$ cat src/rtl/lsu_access_seq.sv
// lsu_access_seq: load/store access sequencer between the pipeline and a
// byte-addressed data memory. Aligned requests take one ACCESS cycle; illegal
// or out-of-range requests take one FAULT cycle with no memory traffic.
// Optional macro LSU_MISALIGN_EN: misaligned legal requests are broken into
// one byte access per cycle (SPLIT). Without it they are reported as faults.
module lsu_access_seq #(
  parameter int MEM_BYTES = 64
) (
  input  logic        clk,
  input  logic        reset,
  input  logic        req_valid,
  output logic        req_ready,
  input  logic        req_store,
  input  logic [2:0]  req_funct3,
  input  logic [31:0] req_addr,
  input  logic [31:0] req_wdata,
  output logic [31:0] mem_address,
  output logic [31:0] mem_data_in,
  output logic [1:0]  mem_we,
  output logic [2:0]  mem_re,
  input  logic [31:0] mem_data_out,
  output logic        resp_valid,
  output logic [31:0] resp_rdata,
  output logic        resp_fault,
  output logic        resp_misaligned
);

  typedef enum logic [1:0] {
    IDLE, ACCESS, FAULT
`ifdef LSU_MISALIGN_EN
    , SPLIT
`endif
  } state_t;

  state_t      state;
  logic        lat_store;
  logic        pend_mis;

  // request decode: access size is mask+1 (1, 2 or 4 bytes)
  logic [1:0]  req_mask;
  logic        req_mis, req_legal, req_oor, req_fault;
  logic [32:0] req_end;
  logic [1:0]  we_code;
  logic [2:0]  re_code;

  // classify the presented request against size, legality and memory range
  always_comb begin
    case (req_funct3[1:0])
      2'd0:    req_mask = 2'b00;
      2'd1:    req_mask = 2'b01;
      default: req_mask = 2'b11;
    endcase
    req_mis   = |(req_addr[1:0] & req_mask);
    req_legal = req_store ? (req_funct3 <= 3'd2)
                          : (req_funct3 != 3'd3 && req_funct3 <= 3'd5);
    // 33-bit end address so addresses near 2^32 cannot wrap into range
    req_end   = {1'b0, req_addr} + {31'b0, req_mask};
    req_oor   = req_end >= 33'(MEM_BYTES);
`ifdef LSU_MISALIGN_EN
    req_fault = !req_legal || req_oor;
`else
    req_fault = !req_legal || req_oor || req_mis;
`endif
    we_code   = req_funct3[1:0] + 2'd1;
    re_code   = req_funct3[2] ? req_funct3 : req_funct3 + 3'd1;
  end

`ifdef LSU_MISALIGN_EN
  logic [1:0]  k, kn, lat_mask;
  logic [2:0]  lat_f3;
  logic [31:0] lat_addr, lat_wdata, res, merged, ext;

  // fold the byte returned this cycle into the partial result and extend it
  always_comb begin
    kn     = k + 2'd1;
    merged = res;
    merged[{k, 3'b000} +: 8] = mem_data_out[7:0];
    case (lat_f3)
      3'd1:    ext = {{16{merged[15]}}, merged[15:0]};
      3'd5:    ext = {16'h0, merged[15:0]};
      default: ext = merged;
    endcase
  end
`endif

  assign req_ready = (state == IDLE);

  // sequencer: all memory strobes and response fields are registered here
  always_ff @(posedge clk) begin
    if (reset) begin
      state           <= IDLE;
      lat_store       <= 1'b0;
      pend_mis        <= 1'b0;
      mem_address     <= '0;
      mem_data_in     <= '0;
      mem_we          <= '0;
      mem_re          <= '0;
      resp_valid      <= 1'b0;
      resp_rdata      <= '0;
      resp_fault      <= 1'b0;
      resp_misaligned <= 1'b0;
`ifdef LSU_MISALIGN_EN
      k         <= '0;
      lat_mask  <= '0;
      lat_f3    <= '0;
      lat_addr  <= '0;
      lat_wdata <= '0;
      res       <= '0;
`endif
    end else begin
      resp_valid <= 1'b0;
      case (state)
        IDLE: if (req_valid) begin
          lat_store <= req_store;
          pend_mis  <= req_mis;
          if (req_fault) begin
            state <= FAULT;
          end else if (!req_mis) begin
            state       <= ACCESS;
            mem_address <= req_addr;
            mem_data_in <= req_wdata;
            mem_we      <= req_store ? we_code : 2'd0;
            mem_re      <= req_store ? 3'd0 : re_code;
          end
`ifdef LSU_MISALIGN_EN
          else begin
            state       <= SPLIT;
            k           <= '0;
            lat_mask    <= req_mask;
            lat_f3      <= req_funct3;
            lat_addr    <= req_addr;
            lat_wdata   <= req_wdata;
            res         <= '0;
            mem_address <= req_addr;
            mem_data_in <= {24'h0, req_wdata[7:0]};
            mem_we      <= req_store ? 2'd1 : 2'd0;
            mem_re      <= req_store ? 3'd0 : 3'd4;
          end
`endif
        end
        ACCESS: begin
          state           <= IDLE;
          mem_we          <= '0;
          mem_re          <= '0;
          resp_valid      <= 1'b1;
          resp_rdata      <= lat_store ? 32'h0 : mem_data_out;
          resp_fault      <= 1'b0;
          resp_misaligned <= 1'b0;
        end
        FAULT: begin
          state           <= IDLE;
          resp_valid      <= 1'b1;
          resp_rdata      <= '0;
          resp_fault      <= 1'b1;
          resp_misaligned <= pend_mis;
        end
`ifdef LSU_MISALIGN_EN
        SPLIT: begin
          if (k == lat_mask) begin
            state           <= IDLE;
            mem_we          <= '0;
            mem_re          <= '0;
            resp_valid      <= 1'b1;
            resp_rdata      <= lat_store ? 32'h0 : ext;
            resp_fault      <= 1'b0;
            resp_misaligned <= 1'b1;
          end else begin
            k           <= kn;
            res         <= merged;
            mem_address <= lat_addr + {30'b0, kn};
            mem_data_in <= {24'h0, lat_wdata[{kn, 3'b000} +: 8]};
          end
        end
`endif
        default: state <= IDLE;
      endcase
    end
  end

endmodule

$ cat config.mk
export PLATFORM = sky130hd
export DESIGN_NAME = lsu_access_seq
export DESIGN_NICKNAME = d
export VERILOG_FILES = /design/src/rtl/lsu_access_seq.sv
export SDC_FILE = /design/constraint.sdc
export NUM_CORES = 1
export LEC_CHECK = 0
export CAP_MARGIN = 20
export CORE_MARGIN = 8
export CORE_UTILIZATION = 47
export DETAILED_ROUTE_END_ITERATION = 7
export PLACE_DENSITY = 0.93
export SLEW_MARGIN = 30
export SYNTH_ARGS = -nofsm -noshare
export SYNTH_HDL_FRONTEND = slang
export SYNTH_SLANG_ARGS = --single-unit
$ cat constraint.sdc
create_clock -name clk -period 10.3 [get_ports clk]
set_clock_uncertainty 0.05 [all_clocks]
set_input_delay 1.03 -clock clk [delete_from_list [all_inputs] [get_ports clk]]
set_output_delay 1.03 -clock clk [all_outputs]
set_load 0.03 [all_outputs]
==> impl_metrics.json <==
{
  "status": "complete, no violations",
  "gp_congestion": 0.878,
  "yosysTopAreaCell": "dfxtp_1",
  "grt_pass1_wl_um": 27900,
  "power.leakage_uw": 0.00247,
  "maxCapViolCount": 0,
  "syn2layout_area_growth_pct": 45.2,
  "syn_avg_cell_area_um2": 8.86,
  "vias": 5182,
  "clock-sinks": 108,
  "ant_nets": 0,
  "ios": 208,
  "fmax_ghz": 0.199,
  "ys.warnings.count": 0,
  "slew_headroom": 0.397,
  "post_drt_wl_per_cell_um": 19.9,
  "placementRows": 38,
  "period_needed_ns": 5.02,
  "crit_slowest_cell": "clkdlybuf4s50_1",
  "synthTopCellsByArea": "dfxtp_1, a21oi_1, nand4_1, o41ai_1, nor2b_1",
  "ys_seq_area_frac": 0.427,
  "finalHoldWorstSlack_ns": 0.418,
  "first_global_vias": 5264,
  "synth_common_cells": "dfxtp_1, a21oi_1, nand4_1",
  "ys.flop_type": "dfxtp_1",
  "grt_overflow": 0,
  "post-route-drc-count": 0,
  "async_reset_ff_frac": 0,
  "critical_path.max_stage_delay_ns": 0.62,
  "dp_hpwl_um": 12600,
  "setup_tns_ns": 0,
  "crit_path_end_kind": "flip-flop",
  "ir_drop_mv": 0.0886,
  "antennaDiodeCount": 0,
  "setup_viol": 0,
  "clockBufferDepth": 2,
  "synth_nets": 683,
  "cts_buffers": 9,
  "via_per_inst": 5.86,
  "hp-class": "reg -> reg",
  "slew_violations": 0,
  "cts_tree": "yes",
  "cp_data_required_time_ns": 10.56,
  "power.density_cell_area_nw_per_um2": 117,
  "tightest_slew_ns": 0.902,
  "clk_pin_slew_worst_paths_ns": 0.10,
  "port-buffer-count": 207,
  "synth_top_area_frac": 0.427,
  "postCtsSetupBuffers": 0,
  "postSynthCellCount": 571,
  "yosysMostFrequentCell": "dfxtp_1",
  "synth_enable_flop_cells": 0,
  "postCtsHoldBufs": 0,
  "antenna_found_initial": 0,
  "die_h_um": 120,
  "firstDrtPassIters": 5,
  "ctsResizeCount": 0,
  "die-area_um2": 14300,
  "h-tree-depth": 3,
  "drtIter0Drc": 436,
  "finalHoldViolCount": 0,
  "yosys_register_bits": 108,
  "finalCritPeriodShare": 0.487,
  "worstSetupPathType": "in -> reg",
  "ctsRootBufferMaster": "clkbuf_8",
  "fin_nets": 851,
  "syn_area_um2": 5060,
  "drive_gt1_frac": 0.0605,
  "r2r_slack_ns": 7.91,
  "die_x_um": 120,
  "cp-start-kind": "primary input",
  "critPathArrivalTime_ns": 5.28,
  "initial_core_util": 0.475,
  "crit_chain": "clkdlybuf4s50_1, inv_1, ha_1, inv_1, ha_1, fa_1, and4_1, nand4_4, or4_1, a221oi_2, nand4_2, buf_4, nor4_4, buf_4, mux2i_1",
  "core_um2": 10700,
  "grt_util_all_layers": 0.236,
  "finalWirelength_um": 17600,
  "yosysUniqueCellTypes": 50,
  "grt_max_degree": 107,
  "cp_max_fo": 40,
  "worstSkewPairLatency_ns": 0.37,
  "rsz0062_at_grt": "false"
}
-- registers in the layout, summed over array words and instances, names as in the netlist --
name             cells
mem_data_in         32
resp_rdata          32
pend_mis             1
mem_address         32
resp_misaligned      1
lat_store            1
resp_valid           1
state                2
resp_fault           1
mem_re               3
mem_we               2
-- logic make-up (layout without fill, tap and decap cells) --
family / count (synthesis) / count (layout) / synth area share
AO/OA/AOI/OAI: 144 / 144 / 0.200
XOR/XNOR: 7 / 7 / 0.0121
adder cells (fa/ha/maj): 9 / 9 / 0.0237
buffers and inverters: 67 / 240 / 0.0596
flip-flops: 108 / 108 / 0.427
multiplexers: 8 / 8 / 0.0158
AND/OR/NAND/NOR: 228 / 228 / 0.261
-- layout make-up --
| class | count | area (um^2) |
|---|---|---|
| clock buffers | 9 | 124 |
| clock inverters | 7 | 97.6 |
| multi-input cells | 396 | 2620 |
| well taps | 140 | 175 |
| fillers | 789 | 3300 |
| repair buffers | 215 | 2130 |
| inverters | 9 | 33.8 |
| flip-flops and latches | 108 | 2160 |
-- worst max-delay path, delay by kind of cell --
family	cells	cell delay (ns)
and+or+nand+nor	5	1.65
buffers and inverters	5	1.45
muxes	1	0.23
adders and majority gates	3	0.60
AOI/OAI and AO/OA	1	0.30
-- report_power, final --
part / internal, uW / switching (uW) / leakage, uW
combinational: 63.9 / 74.9 / 0.00149
sequential: 425 / 3.95 / 0.000873
clock: 138 / 151 / 0.000106
total: 627 / 230 / 0.00247
-- worst paths after layout --
path,startpoint,end,cells after the start
worst max-delay path,req_funct3[1],mem_re[2],15
worst min-delay path,mem_data_in[9],mem_data_in[9],2
worst max register to register,state[0],mem_re[2],6
worst min register to register,mem_data_in[9],mem_data_in[9],2
-- layout by cell type, fill, tap and decap left out, types with 5 or more instances in the layout --
| master | n |
|---|---|
| nand3_1 | 9 |
| o21ai_0 | 8 |
| clkdlybuf4s50_1 | 206 |
| a21oi_1 | 75 |
| o41ai_1 | 29 |
| clkbuf_8 | 9 |
| xnor2_1 | 5 |
| ha_1 | 7 |
| buf_4 | 8 |
| mux2i_1 | 8 |
| dfxtp_1 | 108 |
| inv_1 | 9 |
| and4_1 | 6 |
| nor3b_1 | 26 |
| nand4_1 | 50 |
| nand2_1 | 21 |
| and3_1 | 7 |
| o41ai_2 | 10 |
| nor2_1 | 48 |
| nor2b_1 | 33 |
-- stage by stage --
step	instance area, um^2	util	power, uW	instances	worst slack (ns)
after floorplan	5060	-	501	571	6.32
after global routing	7350	0.690	889	884	5.10
after detailed placement	7120	0.669	575	868	4.95
after global placement	7120	0.668	571	868	5.12
final	7350	0.690	857	884	5.28
after CTS	7340	0.689	858	884	5.34
-- routing by layer --
| metal | part of all wire | GRT usage | wire length, um | vias to the layer above |
|---|---|---|---|---|
| met5 | 0 | 0 | 0 | - |
| met4 | 0.017 | 0.0664 | 293 | 0 |
| met3 | 0.099 | 0.0977 | 1740 | 24 |
| met2 | 0.48 | 0.395 | 8510 | 229 |
| met1 | 0.40 | 0.270 | 7070 | 2470 |
| li1 | - | - | - | 2459 |
Note: power is estimated with default switching activity, not from simulation.
==> edit (same settings) <==
Add a define of `LSU_MISALIGN_EN`.
--- a/src/rtl/lsu_access_seq.sv
+++ b/src/rtl/lsu_access_seq.sv
@@ -3,6 +3,8 @@
 // or out-of-range requests take one FAULT cycle with no memory traffic.
 // Optional macro LSU_MISALIGN_EN: misaligned legal requests are broken into
 // one byte access per cycle (SPLIT). Without it they are reported as faults.
+`define LSU_MISALIGN_EN
+
 module lsu_access_seq #(
   parameter int MEM_BYTES = 64
 ) (
Formal check against the unedited RTL: not equivalent (Yosys sat finds a counterexample within 4 cycles, from zero or initial values and one cycle with reset high).
==> edit against the original RTL <==
- global-route usage shrank 0.57 points
- core utilization shrank 7.0 points
- wire length grew 90%
- total power grew 130%
- hold slack lost 0.011 ns
- cell count grew 90%
- cell area grew 85%
- non-clock buffer count grew 4
- sequential cell count grew 103
- area after synthesis grew 110%
- worst setup slack lost 0.73 ns
- combinational power grew 65%
- largest power group is now clock
==> edit: results (changes against the original RTL) <==
Parameter                              Value

Drt
  Total vias in the final route    10.3k (was 5182)
  Detailed Route Iter0 Violations    1161 (was 436)
  Sum of routed wire length over all layers    33500 um (was 17600 um)
  First drt pass iteration count    6 (was 5)

GRT
  Initial antenna violation count    1 (was 0)
  Met2 capacity usage during global routing    0.385 (was 0.395)
  Total global-route track usage    0.230 (was 0.236)
  First-pass GRT wire length    53900 um (was 27900 um)
  Number of global-route vias before repair    10.1k (was 5264)
  Pin count of the biggest net entering global routing    85 (was 107)
  Met3 routing resource usage after global routing    0.0461 (was 0.0977)

Synthesis
  Most common library cells after synthesis    sky130_fd_sc_hd__dfxtp_1 (211), sky130_fd_sc_hd__nor2_1 (131), sky130_fd_sc_hd__nand2_1 (90) (was sky130_fd_sc_hd__dfxtp_1 (108), sky130_fd_sc_hd__a21oi_1 (75), sky130_fd_sc_hd__nand4_1 (50))
  Largest cells by area after synthesis    sky130_fd_sc_hd__dfxtp_1 (40%), sky130_fd_sc_hd__mux2i_1 (5.5%), sky130_fd_sc_hd__nor2_1 (4.7%) (was sky130_fd_sc_hd__dfxtp_1 (43%), sky130_fd_sc_hd__a21oi_1 (7.4%), sky130_fd_sc_hd__nand4_1 (6.2%))
  Share of synthesized area occupied by flip-flops and latches    0.402 (was 0.427)

Place
  Estimated wirelength of the detail-placed design    23200 um (was 12600 um)
  Routability cong.    0.899 (was 0.878)

STA
  Slew headroom    0.313 (was 0.397)

Clock network
  Bufs on Longest Clock Path    3 (was 2)
  Clock slew seen by the registers of the worst setup and hold paths    0.06 ns (was 0.10 ns)
  Clock network latency to the later pin of the worst-skew pair    0.52 ns (was 0.37 ns)
  CTS root buf    sky130_fd_sc_hd__clkbuf_16 (was sky130_fd_sc_hd__clkbuf_8)
  Number of buffers created by CTS    23 (was 9)
  CTS H-tree depth    1 (was 3)

Worst setup path
  Arrival @ worst endpoint    6.16 ns (was 5.28 ns)
  Worst path slowest cell    sky130_fd_sc_hd__o211ai_1 (was sky130_fd_sc_hd__clkdlybuf4s50_1)
  Maximum fanout along the worst path    78 (was 40)
  Delay of the slowest cell on the worst path    0.65 ns (was 0.62 ns)
  FF-to-FF path depth    10 (was 6)

Power
  Highest ir drop seen on vdd    0.000121 V (was 0.0000886 V)
  Total leakage power    0.00519 uW (was 0.00247 uW)

Run status
  Status    finished, final reports clean (unchanged)

Finish
  Net count of the finished layout    1501 (was 851)
  Layout cell share with drive strength beyond 1    0.0581 (was 0.0605)
edit: kinds of logic (layout without fill, tap and decap cells):
logic type | count (synthesis) | after routing | share of synthesized area
multiplexers | 70 | 70 | 0.0766
buffers and inverters | 130 | 304 | 0.0486
flip-flops | 211 | 211 | 0.402
AO/OA/AOI/OAI | 330 | 330 | 0.219
AND/OR/NAND/NOR | 423 | 423 | 0.199
adder cells (fa/ha/maj) | 20 | 20 | 0.0245
XOR/XNOR | 37 | 37 | 0.0308
other | 0 | 1 | 0
edit: worst register-to-register path, stage by stage, from the launching register on:
cell and delay [ns]:
sky130_fd_sc_hd__dfxtp_1 0.82, sky130_fd_sc_hd__inv_1 0.35, sky130_fd_sc_hd__ha_1 1.00, sky130_fd_sc_hd__ha_1 0.29
sky130_fd_sc_hd__a21oi_1 0.08, sky130_fd_sc_hd__or4b_2 0.75, sky130_fd_sc_hd__nor3_1 0.54, sky130_fd_sc_hd__nand3_1 0.27
sky130_fd_sc_hd__nor3_1 0.31, sky130_fd_sc_hd__xnor2_1 0.10, sky130_fd_sc_hd__o41ai_1 0.22
edit: metal layers:
layer  share of wire  up-vias
met5               0        -
met4           0.035        0
met3           0.074       92
li1                -     4798
met1            0.42     4950
met2            0.47      433
edit: worst paths after layout:
path	startpoint	endpoint	slack [ns]
worst max-delay path	req_funct3[0]	k[0]	4.55
worst min-delay path	mem_we[0]	mem_we[0]	0.41
worst max register to register	k[0]	mem_address[31]	5.40
worst min register to register	mem_we[0]	mem_we[0]	0.41
edit: where the power goes:
part	internal, uW	switching [uW]
clock network	551	342
registers	831	8.44
logic	97.4	133
edit: cell type report:
cell class	instances	area (um2)
antenna	1	2.50
tap	280	350
inverter	43	161
timing repair buffer	219	2160
fill	1799	8330
sequential	211	4220
clock buffer	34	667
multi-input combinational	880	5840
clock inverter	8	155
edit: stage by stage:
stage,hold WS (ns),area [um2],instances,utilization,setup WS [ns]
final,0.406,13600,1676,0.620,4.55
after global routing,0.435,13600,1676,0.620,4.36
after CTS,0.410,13600,1675,0.619,4.66
after detailed placement,0.399,12700,1633,0.582,4.17
after global placement,0.394,12700,1633,0.581,4.15
after floorplan,0.391,10500,1221,-,5.48
